[src/rtl/param_cpu.sv]
// param_cpu: small accumulator CPU with a writable instruction memory.
// Latency: every instruction takes 2 cycles (FETCH + EXEC). OUT adds at least one OUT_WAIT cycle.
// Backpressure: OUT holds out_data/out_valid and the PC until out_valid && out_ready.
//
// Optional feature macro: PARAM_CPU_COND_JUMP_EN
//   defined   -> SUB, JZ, JC and the Z/C flags are implemented
//   undefined -> opcodes 6/7/8 behave as NOP and the flags do not exist
//
// Ports:
//   clk, reset_n           clock, asynchronous active-low reset
//   start                  begin execution at pc=0 (only honoured in IDLE)
//   prog_we/addr/data      instruction memory write port (only honoured in IDLE)
//   out_data/out_valid     value emitted by OUT, with valid
//   out_ready              consumer accepts out_data
//   busy                   high in every state except IDLE
//   pc_dbg                 current program counter
module param_cpu #(
  parameter int DATA_W = 8,
  parameter int ADDR_W = 4
) (
  input  logic                clk,
  input  logic                reset_n,
  input  logic                start,
  input  logic                prog_we,
  input  logic [ADDR_W-1:0]   prog_addr,
  input  logic [4+DATA_W-1:0] prog_data,
  output logic [DATA_W-1:0]   out_data,
  output logic                out_valid,
  input  logic                out_ready,
  output logic                busy,
  output logic [ADDR_W-1:0]   pc_dbg
);

  localparam int INSTR_W = 4 + DATA_W;
  localparam int DEPTH   = 1 << ADDR_W;

  localparam logic [3:0] OP_LDA  = 4'h1;
  localparam logic [3:0] OP_LDB  = 4'h2;
  localparam logic [3:0] OP_ADD  = 4'h3;
  localparam logic [3:0] OP_JMP  = 4'h4;
  localparam logic [3:0] OP_OUT  = 4'h5;
`ifdef PARAM_CPU_COND_JUMP_EN
  localparam logic [3:0] OP_SUB  = 4'h6;
  localparam logic [3:0] OP_JZ   = 4'h7;
  localparam logic [3:0] OP_JC   = 4'h8;
`endif
  localparam logic [3:0] OP_HALT = 4'hF;

  typedef enum logic [1:0] {
    IDLE     = 2'd0,
    FETCH    = 2'd1,
    EXEC     = 2'd2,
    OUT_WAIT = 2'd3
  } state_t;

  state_t              state;
  logic [ADDR_W-1:0]   pc;
  logic [INSTR_W-1:0]  ir;
  logic [DATA_W-1:0]   reg_a;
  logic [DATA_W-1:0]   reg_b;
  logic [INSTR_W-1:0]  imem [DEPTH];

  logic [3:0]          opcode;
  logic [DATA_W-1:0]   operand;
  logic [ADDR_W-1:0]   pc_inc;
  logic [ADDR_W-1:0]   jump_tgt;

  assign opcode   = ir[INSTR_W-1:DATA_W];
  assign operand  = ir[DATA_W-1:0];
  // Natural ADDR_W-bit overflow gives the wrap from the last address to 0.
  assign pc_inc   = pc + ADDR_W'(1);
  // Upper operand bits are ignored for jump targets.
  assign jump_tgt = operand[ADDR_W-1:0];
  assign pc_dbg   = pc;

`ifdef PARAM_CPU_COND_JUMP_EN
  logic              flag_z;
  logic              flag_c;
  logic [DATA_W:0]   add_sum;
  logic [DATA_W:0]   sub_diff;

  // Extra MSB carries the carry-out (ADD) or the borrow (SUB).
  assign add_sum  = {1'b0, reg_a} + {1'b0, reg_b};
  assign sub_diff = {1'b0, reg_a} - {1'b0, reg_b};
`endif

  // Instruction memory has no reset so a program survives reset_n.
  // Writes are accepted only while idle; the FETCH after a same-cycle
  // start reads one edge later and therefore sees the new word.
  always_ff @(posedge clk) begin
    if (prog_we && (state == IDLE)) begin
      imem[prog_addr] <= prog_data;
    end
  end

  always_ff @(posedge clk or negedge reset_n) begin
    if (!reset_n) begin
      state     <= IDLE;
      pc        <= '0;
      ir        <= '0;
      reg_a     <= '0;
      reg_b     <= '0;
      out_data  <= '0;
      out_valid <= 1'b0;
      busy      <= 1'b0;
`ifdef PARAM_CPU_COND_JUMP_EN
      flag_z    <= 1'b0;
      flag_c    <= 1'b0;
`endif
    end else begin
      case (state)
        IDLE: begin
          if (start) begin
            pc    <= '0;
            state <= FETCH;
            busy  <= 1'b1;
          end
        end

        FETCH: begin
          ir    <= imem[pc];
          state <= EXEC;
        end

        EXEC: begin
          // Defaults: advance to the next instruction.
          state <= FETCH;
          pc    <= pc_inc;
          case (opcode)
            OP_LDA: begin
              reg_a  <= operand;
`ifdef PARAM_CPU_COND_JUMP_EN
              flag_z <= (operand == '0);
`endif
            end
            OP_LDB: reg_b <= operand;
            OP_ADD: begin
`ifdef PARAM_CPU_COND_JUMP_EN
              reg_a  <= add_sum[DATA_W-1:0];
              flag_c <= add_sum[DATA_W];
              flag_z <= (add_sum[DATA_W-1:0] == '0);
`else
              reg_a  <= reg_a + reg_b;
`endif
            end
            OP_JMP: pc <= jump_tgt;
            OP_OUT: begin
              // PC advances only once the consumer takes the value.
              out_data  <= reg_a;
              out_valid <= 1'b1;
              pc        <= pc;
              state     <= OUT_WAIT;
            end
`ifdef PARAM_CPU_COND_JUMP_EN
            OP_SUB: begin
              reg_a  <= sub_diff[DATA_W-1:0];
              flag_c <= sub_diff[DATA_W];
              flag_z <= (sub_diff[DATA_W-1:0] == '0);
            end
            OP_JZ: if (flag_z) pc <= jump_tgt;
            OP_JC: if (flag_c) pc <= jump_tgt;
`endif
            OP_HALT: begin
              pc    <= pc;
              state <= IDLE;
              busy  <= 1'b0;
            end
            default: ; // NOP and unused opcodes
          endcase
        end

        OUT_WAIT: begin
          if (out_ready) begin
            out_valid <= 1'b0;
            pc        <= pc_inc;
            state     <= FETCH;
          end
        end

        default: state <= IDLE;
      endcase
    end
  end

endmodule

[config.mk]
export PLATFORM = sky130hd
export DESIGN_NAME = param_cpu
export DESIGN_NICKNAME = d
export VERILOG_FILES = /design/src/rtl/param_cpu.sv
export SDC_FILE = /design/constraint.sdc
export NUM_CORES = 1
export LEC_CHECK = 0
export ABC_CLOCK_PERIOD_IN_PS = 2200
export BUFFER_PORTS_ARGS = -buffer_cell sky130_fd_sc_hd__buf_2
export CAP_MARGIN = 30
export CORE_ASPECT_RATIO = 1.5
export CORE_MARGIN = 8
export CORE_UTILIZATION = 27
export CTS_BUF_LIST = sky130_fd_sc_hd__clkbuf_2 sky130_fd_sc_hd__clkbuf_4 sky130_fd_sc_hd__clkbuf_8
export DETAILED_ROUTE_END_ITERATION = 8
export PLACE_DENSITY = 0.41
export SYNTH_ARGS = -nofsm -noshare
export SYNTH_HDL_FRONTEND = slang
export SYNTH_SLANG_ARGS = --single-unit
[constraint.sdc]
create_clock -name clk -period 2.2 [get_ports clk]
set_input_delay 0.22 -clock clk [delete_from_list [all_inputs] [get_ports clk]]
set_output_delay 0.22 -clock clk [all_outputs]
set_load 0.01 [all_outputs]
# Word level (Yosys, flattened, before mapping)
# Memories as Yosys holds them, arrays and structs flattened. A register that Yosys moved wholly into a read port is not among the register bits.
# Index checks and enable logic that the tools add are counted.
# totals
reg_bits,32
latch_bits,0
ram_bits,192
romBits,0
in_bits,21
out_inout_bits,14
wordCells,56
memories,1
# op_classes
addsub,2
multipliers,0
div_mod_pow,0
order_cmp,0
n_eq_ne,14
shift,0
n_mux,17
bitwise,0
reduce_logical,15
# memory_table
name,words,word_bits,rd,rd_clocked_by_memory_dff,write_ports,line,rtl
imem,16,12,1,1,1,61,logic [INSTR_W-1:0] imem [DEPTH];
# ops
operator,count
8-bit case mux with 2 select lines,1
4-bit case mux with 3 select lines,1
8-bit adder,1
4-bit by 2-bit == test with 1-bit output (second input constant),2
4-bit by 3-bit == test with 1-bit output (second input constant),2
4-bit 2-to-1 mux,2
2-bit case mux with 4 select lines,1
4-bit case mux with 2 select lines,1
2-bit AND reduction,4
1-bit 2-to-1 mux,6
2-bit inequality test (second input constant),3
3-bit AND reduction,2
2-bit nonzero test,3
4-bit by 1-bit adder with 4-bit output (second input constant),1
2-bit == test (second input constant),2
4-bit by 1-bit == test with 1-bit output (second input constant),1
4-bit == test (second input constant),1
2-bit 2-to-1 mux,2
2-bit by 1-bit inequality test with 1-bit output (second input constant),2
1-bit case mux with 2 select lines,2
2-bit case mux with 2 select lines,1
4-bit AND reduction,1
3-bit nonzero test,1
2-bit by 1-bit == test with 1-bit output (second input constant),1
4 further kinds,4

# Depth between registers and ports, before layout
# Gate-level depths: netlist of the first run.
# logic_depth
depth_word,4
ltp_mapped,9
mapped_depth_nobuf,9

# Worst setup path after synthesis of the first run
# Ideal clock, no wire load.
# synth_path
kind,register -> register
startpoint,reg state[0]
endpoint,mem imem[0][0] (netlist bit) (enable)
setup_time_ns,0.396
t_arrival_ns,1.974
required_time_ns,1.804
setup_slack_ns,-0.170
stages_incl_launch_ff,6
n_path_buf,0
period_less_slack_ns,2.370
cell_sequence,dfrtp_1 > inv_1 > ha_1 > nand2_1 > or3_1 > nor3_1
# synth_via
elab_chain_len,4
# synth_rtl
element,line,rtl
start: declaration,56,state_t state;
start signal: assignment,98,state <= IDLE;
start signal: assignment,115,state <= FETCH;
start signal: assignment,122,state <= EXEC;
2-bit zero test,91,if (prog_we && (state == IDLE)) begin
1-bit logical AND,91,
1-bit 2-to-1 mux,91,
1-bit 2-to-1 mux (implied by the code),92,imem[prog_addr] <= prog_data;
end: declaration,61,
# Every way passes these cells.

==> results.md, run 1 <==
- Simple-Gate Fraction of Synth Area: 0.0502
- Drt initial violations: 237
- CP dominant cell by count: a211oi_1
- Leak Pwr: 4.13 nW
- # rows: 85
- Placed cells: 1115
- RD Place Congestion: 0.731
- Root Driver: clkbuf_8
- Chip Width: 171 µm
- Yosys reg bits: 236
- Synth Instances: 580
- Maximum vdd drop: 0.579 mV
- Initial antenna violation count: 1
- Status: finished, final reports clean
- Synth warn: 0
- Worst setup margin: 0.113 ns
- Die height: 249 µm
- Post-synthesis adder-cell area fraction: 0.0175
- Fin Setup TNS: 0 ns
- Fill cells: 3507
- Core area: 35700 µm²
- Design area: 11700 µm²
- Post-Syn Area: 9750 µm²
- CP Cell Sequence: buf_12, mux4_2, nor2b_1, a211oi_1, buf_4, a211oi_1
- Yosys top cell area share: 0.591
- Xor-xnor portion of the synthesized cell area: 0.00269
- First drt pass iteration count: 4
- Routed wl met3: 859 µm
- Largest net degree at the start of global routing: 40
- Netlist cell types: 43
- Mux cell area share after synthesis: 0.142
- HP Class: in -> reg
- Arrival time worst endpoint: 2.49 ns
- Post-synth top area cell: edfxtp_1
- Share of layout cells above drive strength 1: 0.304
- Relative slew slack: 0.592
- Nets: 714
- Final min period: 2.09 ns
- Crit-path slowest cell: mux4_2
- EDFF count, synth: 192
- Clock buffer depth: 3
- Num CTS Buffers: 38
- Max Cap Viol: 0
- Post-synthesis sequential area ratio: 0.704
- H-tree levels: 2
- Dpl cell area: 11000 µm²
- Post-synthesis compound-gate area fraction: 0.0654
- Clock Skew: 0.0163 ns
- Final non-filler cell total: 1189
- Place WS: 0.0906 ns
- Final WL: 23.8 mm
- Remaining antenna violation count: 0
- Critical Path Sink Type: register
- Post-synth top flop: edfxtp_1
- Post-DP HPWL: 15.7 mm
- CP peak stage delay: 0.53 ns
- Sink Count: 236
- WL met1: 8.99 mm
- First-pass GRT wire length: 35.6 mm
- Power Dens Cells: 1130 nW/µm²
- Die area: 42600 µm²
- Gr usage total: 0.113
- Skew-Pair Late Insertion Delay: 0.54 ns
- Slew Viols, Final: 0
- Critical path peak fanout: 32
- Final Hold Fails: 0
- RSZ-0062 raised after global routing: no
- Worst-path clk slew: 0.06 ns
- Syn_area_per_cell: 16.8 µm²
- Largest family of logic cells by synthesized area: multiplexers
- Via/cell ratio: 4.58
- Worst EP required: 2.60 ns
- Critical path type: reg -> reg
- Finished Core Util: 0.329
- Final Cycle Share: 0.949
- DRC viols: 0
- Vias in the first global route: 5792
- Fmax achieved: 479 MHz
- Final setup fails: 0
- Area grow syn2layout: 20.5%
- GRT overflow: 0
- CTS tree: yes
- Worst setup SP type: register
- Worst Tran Pin Value: 0.612 ns
- Ys async rst share: 0.186
- Via count: 5449
- Max layer used: met4
- Routed len/inst: 20.0 µm
- Post-Syn Nets: 614
- Met2 WL: 13.1 mm
- Tot Pwr: 13.3 mW
- Port buffer count: 34
- Starting Density: 0.273
- IO Pins: 35
- Hold WS: 0.0605 ns
- Synth area leaders: edfxtp_1 59%, dfrtp_1 11%, mux4_2 6.5%
[cell type report]
class	instances	area, µm²	area share
inverter	10	37.5	0.00320
sequential	236	6870	0.585
tap	478	598	0.0509
clock inverter	18	98.8	0.00841
timing repair buffer	87	751	0.0639
multi-input combinational	307	2740	0.233
antenna	1	2.50	0.000213
clock buffer	52	647	0.0551
[routing by layer]
metal  track usage  vias to the layer above
met5             0                        -
met4        0.0521                        0
met3        0.0216                       48
met2         0.211                      122
met1         0.120                     2775
li1              -                     2504
[where the power goes]
| part | switching, mW | total [mW] | internal (mW) |
|---|---|---|---|
| Combinational | 2.06 | 4.05 | 1.98 |
| Clock | 1.69 | 3.71 | 2.02 |
| Sequential | 0.339 | 5.56 | 5.22 |
[path summary, 6_finish.rpt]
path                                          from                      end  slack [ns]  cells past startpoint
min                                  prog_data[11]    imem[8][11]$_DFFE_PP_        0.06                      1
max                          pc_dbg[0]$_DFFE_PN0P_       ir[11]$_DFFE_PN0N_        0.11                      6
min reg2reg                out_data[1]$_DFFE_PN0P_  out_data[1]$_DFFE_PN0P_        0.49                      2
max in group asynchronous                  reset_n       ir[10]$_DFFE_PN0N_        1.37                      3
max reg2reg                  pc_dbg[0]$_DFFE_PN0P_       ir[11]$_DFFE_PN0N_        0.11                      6
min in group asynchronous                  reset_n        ir[3]$_DFFE_PN0N_        0.08                      2
[synth_stat cells (all sizes together) (4+ instances only)]
cell type and number:
buf 11, dfrtp 44, nor2 29, and3 4, clkbuf 16, mux4 33, inv 10, nor3 17
mux2i 21, o21ai 27, ha 12, mux2 36, o22ai 10, a211oi 21, edfxtp 192, nor2b 13
nand2b 6, nand3 4, o21bai 10, a21oi 24, nand2 16
[cells by family after synthesis]
group                      after synthesis
AOI/OAI and AO/OA                      103
xor gates and xnor gates                 3
adders and majority gates               13
buffers and inverters                   37
DFF                                    236
muxes                                   90
and+or+nand+nor                         98
[state kept, by name (all words and copies together), names as in the netlist]
name and flops:
busy 1, imem 192, ir 12, out_data 8, out_valid 1, pc_dbg 4
reg_a 8, reg_b 8, state 2
[worst max-delay path, delay by kind of cell (launching register included)]
kind | cells | cell delay (ns)
multiplexers | 1 | 0.53
AND/OR/NAND/NOR | 1 | 0.14
flip-flops | 1 | 0.45
buffers and inverters | 2 | 0.42
AO/OA/AOI/OAI | 2 | 0.39
[cell usage in the layout (no fill, tap or decap), drive strengths merged, types with 4 or more instances in the layout]
cell,n
clkbuf,52
ha,12
nor2b,13
buf,84
nand2b,6
o21ai,27
a211oi,21
dfrtp,44
a21oi,24
nand2,16
mux2,36
mux4,33
o22ai,10
clkinv,17
nor2,29
edfxtp,192
o21bai,10
inv,10
mux2i,21
and3,4
nor3,17
nand3,4
[timing repair]
action / 4_1_cts / 5_1_grt
hold buffers: 3 / 0
endpoints found under the hold margin: 46 / 0
setup endpoints to repair: 0 / 3
gates resized for setup: 0 / 5
setup buffers: 0 / 0
Power figures use the tool's default switching activity.
==> inputs of run 2 (changes only) <==
--- a/config.mk
+++ b/config.mk
@@ -5,6 +5,7 @@
 export SDC_FILE = /design/constraint.sdc
 export NUM_CORES = 1
 export LEC_CHECK = 0
+export ABC_AREA = 1
 export ABC_CLOCK_PERIOD_IN_PS = 2200
 export BUFFER_PORTS_ARGS = -buffer_cell sky130_fd_sc_hd__buf_2
 export CAP_MARGIN = 30
==> results.md, run 2 <==
- Status: finished, final reports clean
- Share of layout cells above drive strength 1: 0.132 (-0.173)
- Post-synth top flop: edfxtp_1
- # rows: 90 (+5.9%)
- Initial antenna violation count: 1 (unchanged)
- Post-cts resize count: 0 (unchanged)
- Netlist cell types: 32 (-26%)
- Hold worst-path end: imem[9][9]$_DFFE_PP_
- Port buffer count: 34 (unchanged)
- Critical path peak fanout: 12 (-63%)
- First drt pass iteration count: 5 (+1)
- Mux cell area share after synthesis: 0 (-0.142)
- Final non-filler cell total: 1753 (+47%)
- Post-synth top area cell: edfxtp_1
- Yosys top cell area share: 0.530 (-0.0615)
- CP peak stage delay: 0.40 ns (-0.13 ns)
- Worst setup SP type: register
- Routed len/inst: 17.8 µm (-11%)
- Maximum vdd drop: 0.397 mV (-31%)
- Top Registers: imem: 192 flops, ir: 12 flops
- Post-synthesis compound-gate area fraction: 0.0213 (-0.0442)
- Power Dens Cells: 996 nW/µm² (-12%)
- GRT overflow: 0 (unchanged)
- Worst EP required: 2.45 ns (-0.15 ns)
- Slew Viols, Final: 0 (unchanged)
- Arrival time worst endpoint: 2.24 ns (-0.25 ns)
- First-pass GRT wire length: 48.0 mm (+35%)
- Leak Pwr: 5.68 nW (+38%)
- DRC viols: 0 (unchanged)
- CP dominant cell by count: inv_1
- Reg2reg path depth: 7 (+1)
- Reg2reg setup slack: 0.21 ns (+0.10 ns)
- Synth Instances: 1152 (+99%)
- Yosys reg bits: 236 (unchanged)
- Final min period: 1.99 ns (-0.0956 ns)
- Largest family of logic cells by synthesized area: simple AND/OR/NAND/NOR gates
- Via count: 7548 (+39%)
- Synth warn: 0 (unchanged)
- Placed cells: 1681 (+51%)
- Clock Skew: 0.0371 ns (+0.0208 ns)
- Sink Count: 236 (unchanged)
- Xor-xnor portion of the synthesized cell area: 0.00402 (+0.00133)
- End of the worst register-to-register path: imem[6][3]$_DFFE_PP_
- Post-synthesis adder-cell area fraction: 0.0156 (-0.00181)
- Remaining antenna violation count: 0 (unchanged)
- CTS tree: yes
- Max FFs per register: 192 (unchanged)
- Nets: 1251 (+75%)
- Post-synthesis sequential area ratio: 0.631 (-0.0732)
- Root Driver: clkbuf_8
- Fmax achieved: 502 MHz (+4.8%)
- Worst R2R Start: state[1]$_DFFE_PN0P_
- Chip Width: 180 µm (+5.1%)
- Critical Path Source: state[1]$_DFFE_PN0P_
- RSZ-0062 raised after global routing: no
- Relative slew slack: 0.497 (-0.0946)
- IO Pins: 35 (unchanged)
- Max Cap Viol: 0 (unchanged)
- CTS Hold Bufs: 2 (-1)
- CP Cell Sequence: inv_1, ha_1, nand2_1, inv_1, nand3_1, nor2_1, buf_4
- Drt initial violations: 476 (+100%)
- Final Cycle Share: 0.905 (-0.0435)
- Core area: 40000 µm² (+12%)
- Final setup fails: 0 (unchanged)
- Synth area leaders: edfxtp_1 53%, nand2_1 14%, dfrtp_1 10%
- Skew-Pair Late Insertion Delay: 0.58 ns (+0.04 ns)
- Num CTS Buffers: 38 (unchanged)
- EDFF count, synth: 192 (unchanged)
- Gr usage total: 0.135 (+0.0215)
- Most frequent cells in the layout: 411 x nand2_1, 201 x inv_1, 192 x edfxtp_1
- Post-DP HPWL: 21.2 mm (+35%)
- RD Place Congestion: 0.789 (+7.9%)
- Crit-path slowest cell: dfrtp_1
- H-tree levels: 2 (unchanged)
- HP Start: prog_data[9]
- Largest net degree at the start of global routing: 60 (+50%)
- Worst Tran Pin Value: 0.753 ns (+0.141 ns)
- Die height: 262 µm (+5.3%)
- Simple-Gate Fraction of Synth Area: 0.233 (+0.183)
- Worst-path clk slew: 0.06 ns (about the same)
- Final Hold Fails: 0 (unchanged)
- Post-synth top cells: 411 x nand2_1, 201 x inv_1, 192 x edfxtp_1
- Register with the most flip-flops: imem
- Syn_area_per_cell: 9.45 µm² (-44%)
- HP Class: in -> reg
- Postcts setup bufs: 0 (unchanged)
- Commonest non-fill, non-tap cell in the layout: nand2_1
- Via/cell ratio: 4.31 (-6.0%)
- Post-Syn Area: 10900 µm² (+12%)
- Starting Density: 0.272 (-0.000658)
- Final WL: 31.3 mm (+31%)
- Die area: 47100 µm² (+11%)
- Fin Setup TNS: 0 ns (unchanged)
- Critical path type: reg -> reg
- Ys async rst share: 0.186 (unchanged)
- Critical Path Sink Type: register
- Vias in the first global route: 7769 (+34%)
- Hold Crit Depth: 1 (unchanged)
- Area grow syn2layout: 15.6%
- Post-Syn Nets: 1186 (+93%)
- Top-count cell post-synth: nand2_1
- Clock buffer depth: 3 (unchanged)
## run 2: cell count changes after synthesis, moves of 21 or more
cell	before	now
a211oi_1	21	0
nand3_1	4	141
inv_1	10	201
mux2_2	34	0
mux4_2	28	0
mux2i_1	21	0
nand2_1	16	411
## run 2: cells by family after synthesis
logic type / count (synthesis)
buffers and inverters: 253
AND/OR/NAND/NOR: 604
flip-flops: 236
XOR/XNOR: 5
AO/OA/AOI/OAI: 41
adder cells (fa/ha/maj): 13
## run 2: power by group
| part | internal, mW | switching (mW) |
|---|---|---|
| Clock | 2.01 | 1.81 |
| Sequential | 5.21 | 0.273 |
| Combinational | 1.05 | 2.17 |
## run 2: cell type report
cell class	count	area (µm²)
Timing Repair Buffer	71	528
Inverter	207	777
Fill cell	4220	27400
Clock buffer	56	683
Multi-Input combinational cell	663	3010
Clock inverter	13	76.3
Tap cell	506	633
Sequential cell	236	6870
Antenna cell	1	2.50
## run 2: critical path, delay by kind of cell (launching register included)
family | cells | cell delay (ns)
simple gates | 3 | 0.54
buf+inv | 3 | 0.45
flops | 1 | 0.40
fa+ha+maj | 1 | 0.29
## run 2: how the worst max path moves through the flow
stage	slack [ns]	cells past startpoint	end
finish	0.21	7	imem[6][3]$_DFFE_PP_
global route	0.11	7	imem[6][3]$_DFFE_PP_
CTS	0.18	6	imem[11][0]$_DFFE_PP_
detailed placement	0.20	6	imem[11][11]$_DFFE_PP_
global placement	0.19	6	imem[11][3]$_DFFE_PP_
floorplan	0.09	4	imem[0][0]$_DFFE_PP_
## run 2: metrics by stage
stage	area (µm²)	total power [mW]	setup slack [ns]	util	hold slack [ns]
after global placement	11800	8.87	0.186	0.295	0.161
after global routing	12600	13.4	0.110	0.315	0.0796
after CTS	12600	12.8	0.183	0.315	0.0745
after floorplan	10900	7.70	0.0884	-	-0.0756
after detailed placement	11800	8.86	0.197	0.295	0.168
final	12600	12.5	0.208	0.315	0.0941
## run 2: routing by layer
layer | track usage | vias to the layer above | wire length (µm)
met5 | 0 | - | 0
met2 | 0.249 | 141 | 16300
met4 | 0.0539 | 0 | 979
li1 | - | 3778 | -
met1 | 0.153 | 3570 | 12900
met3 | 0.0219 | 59 | 1070
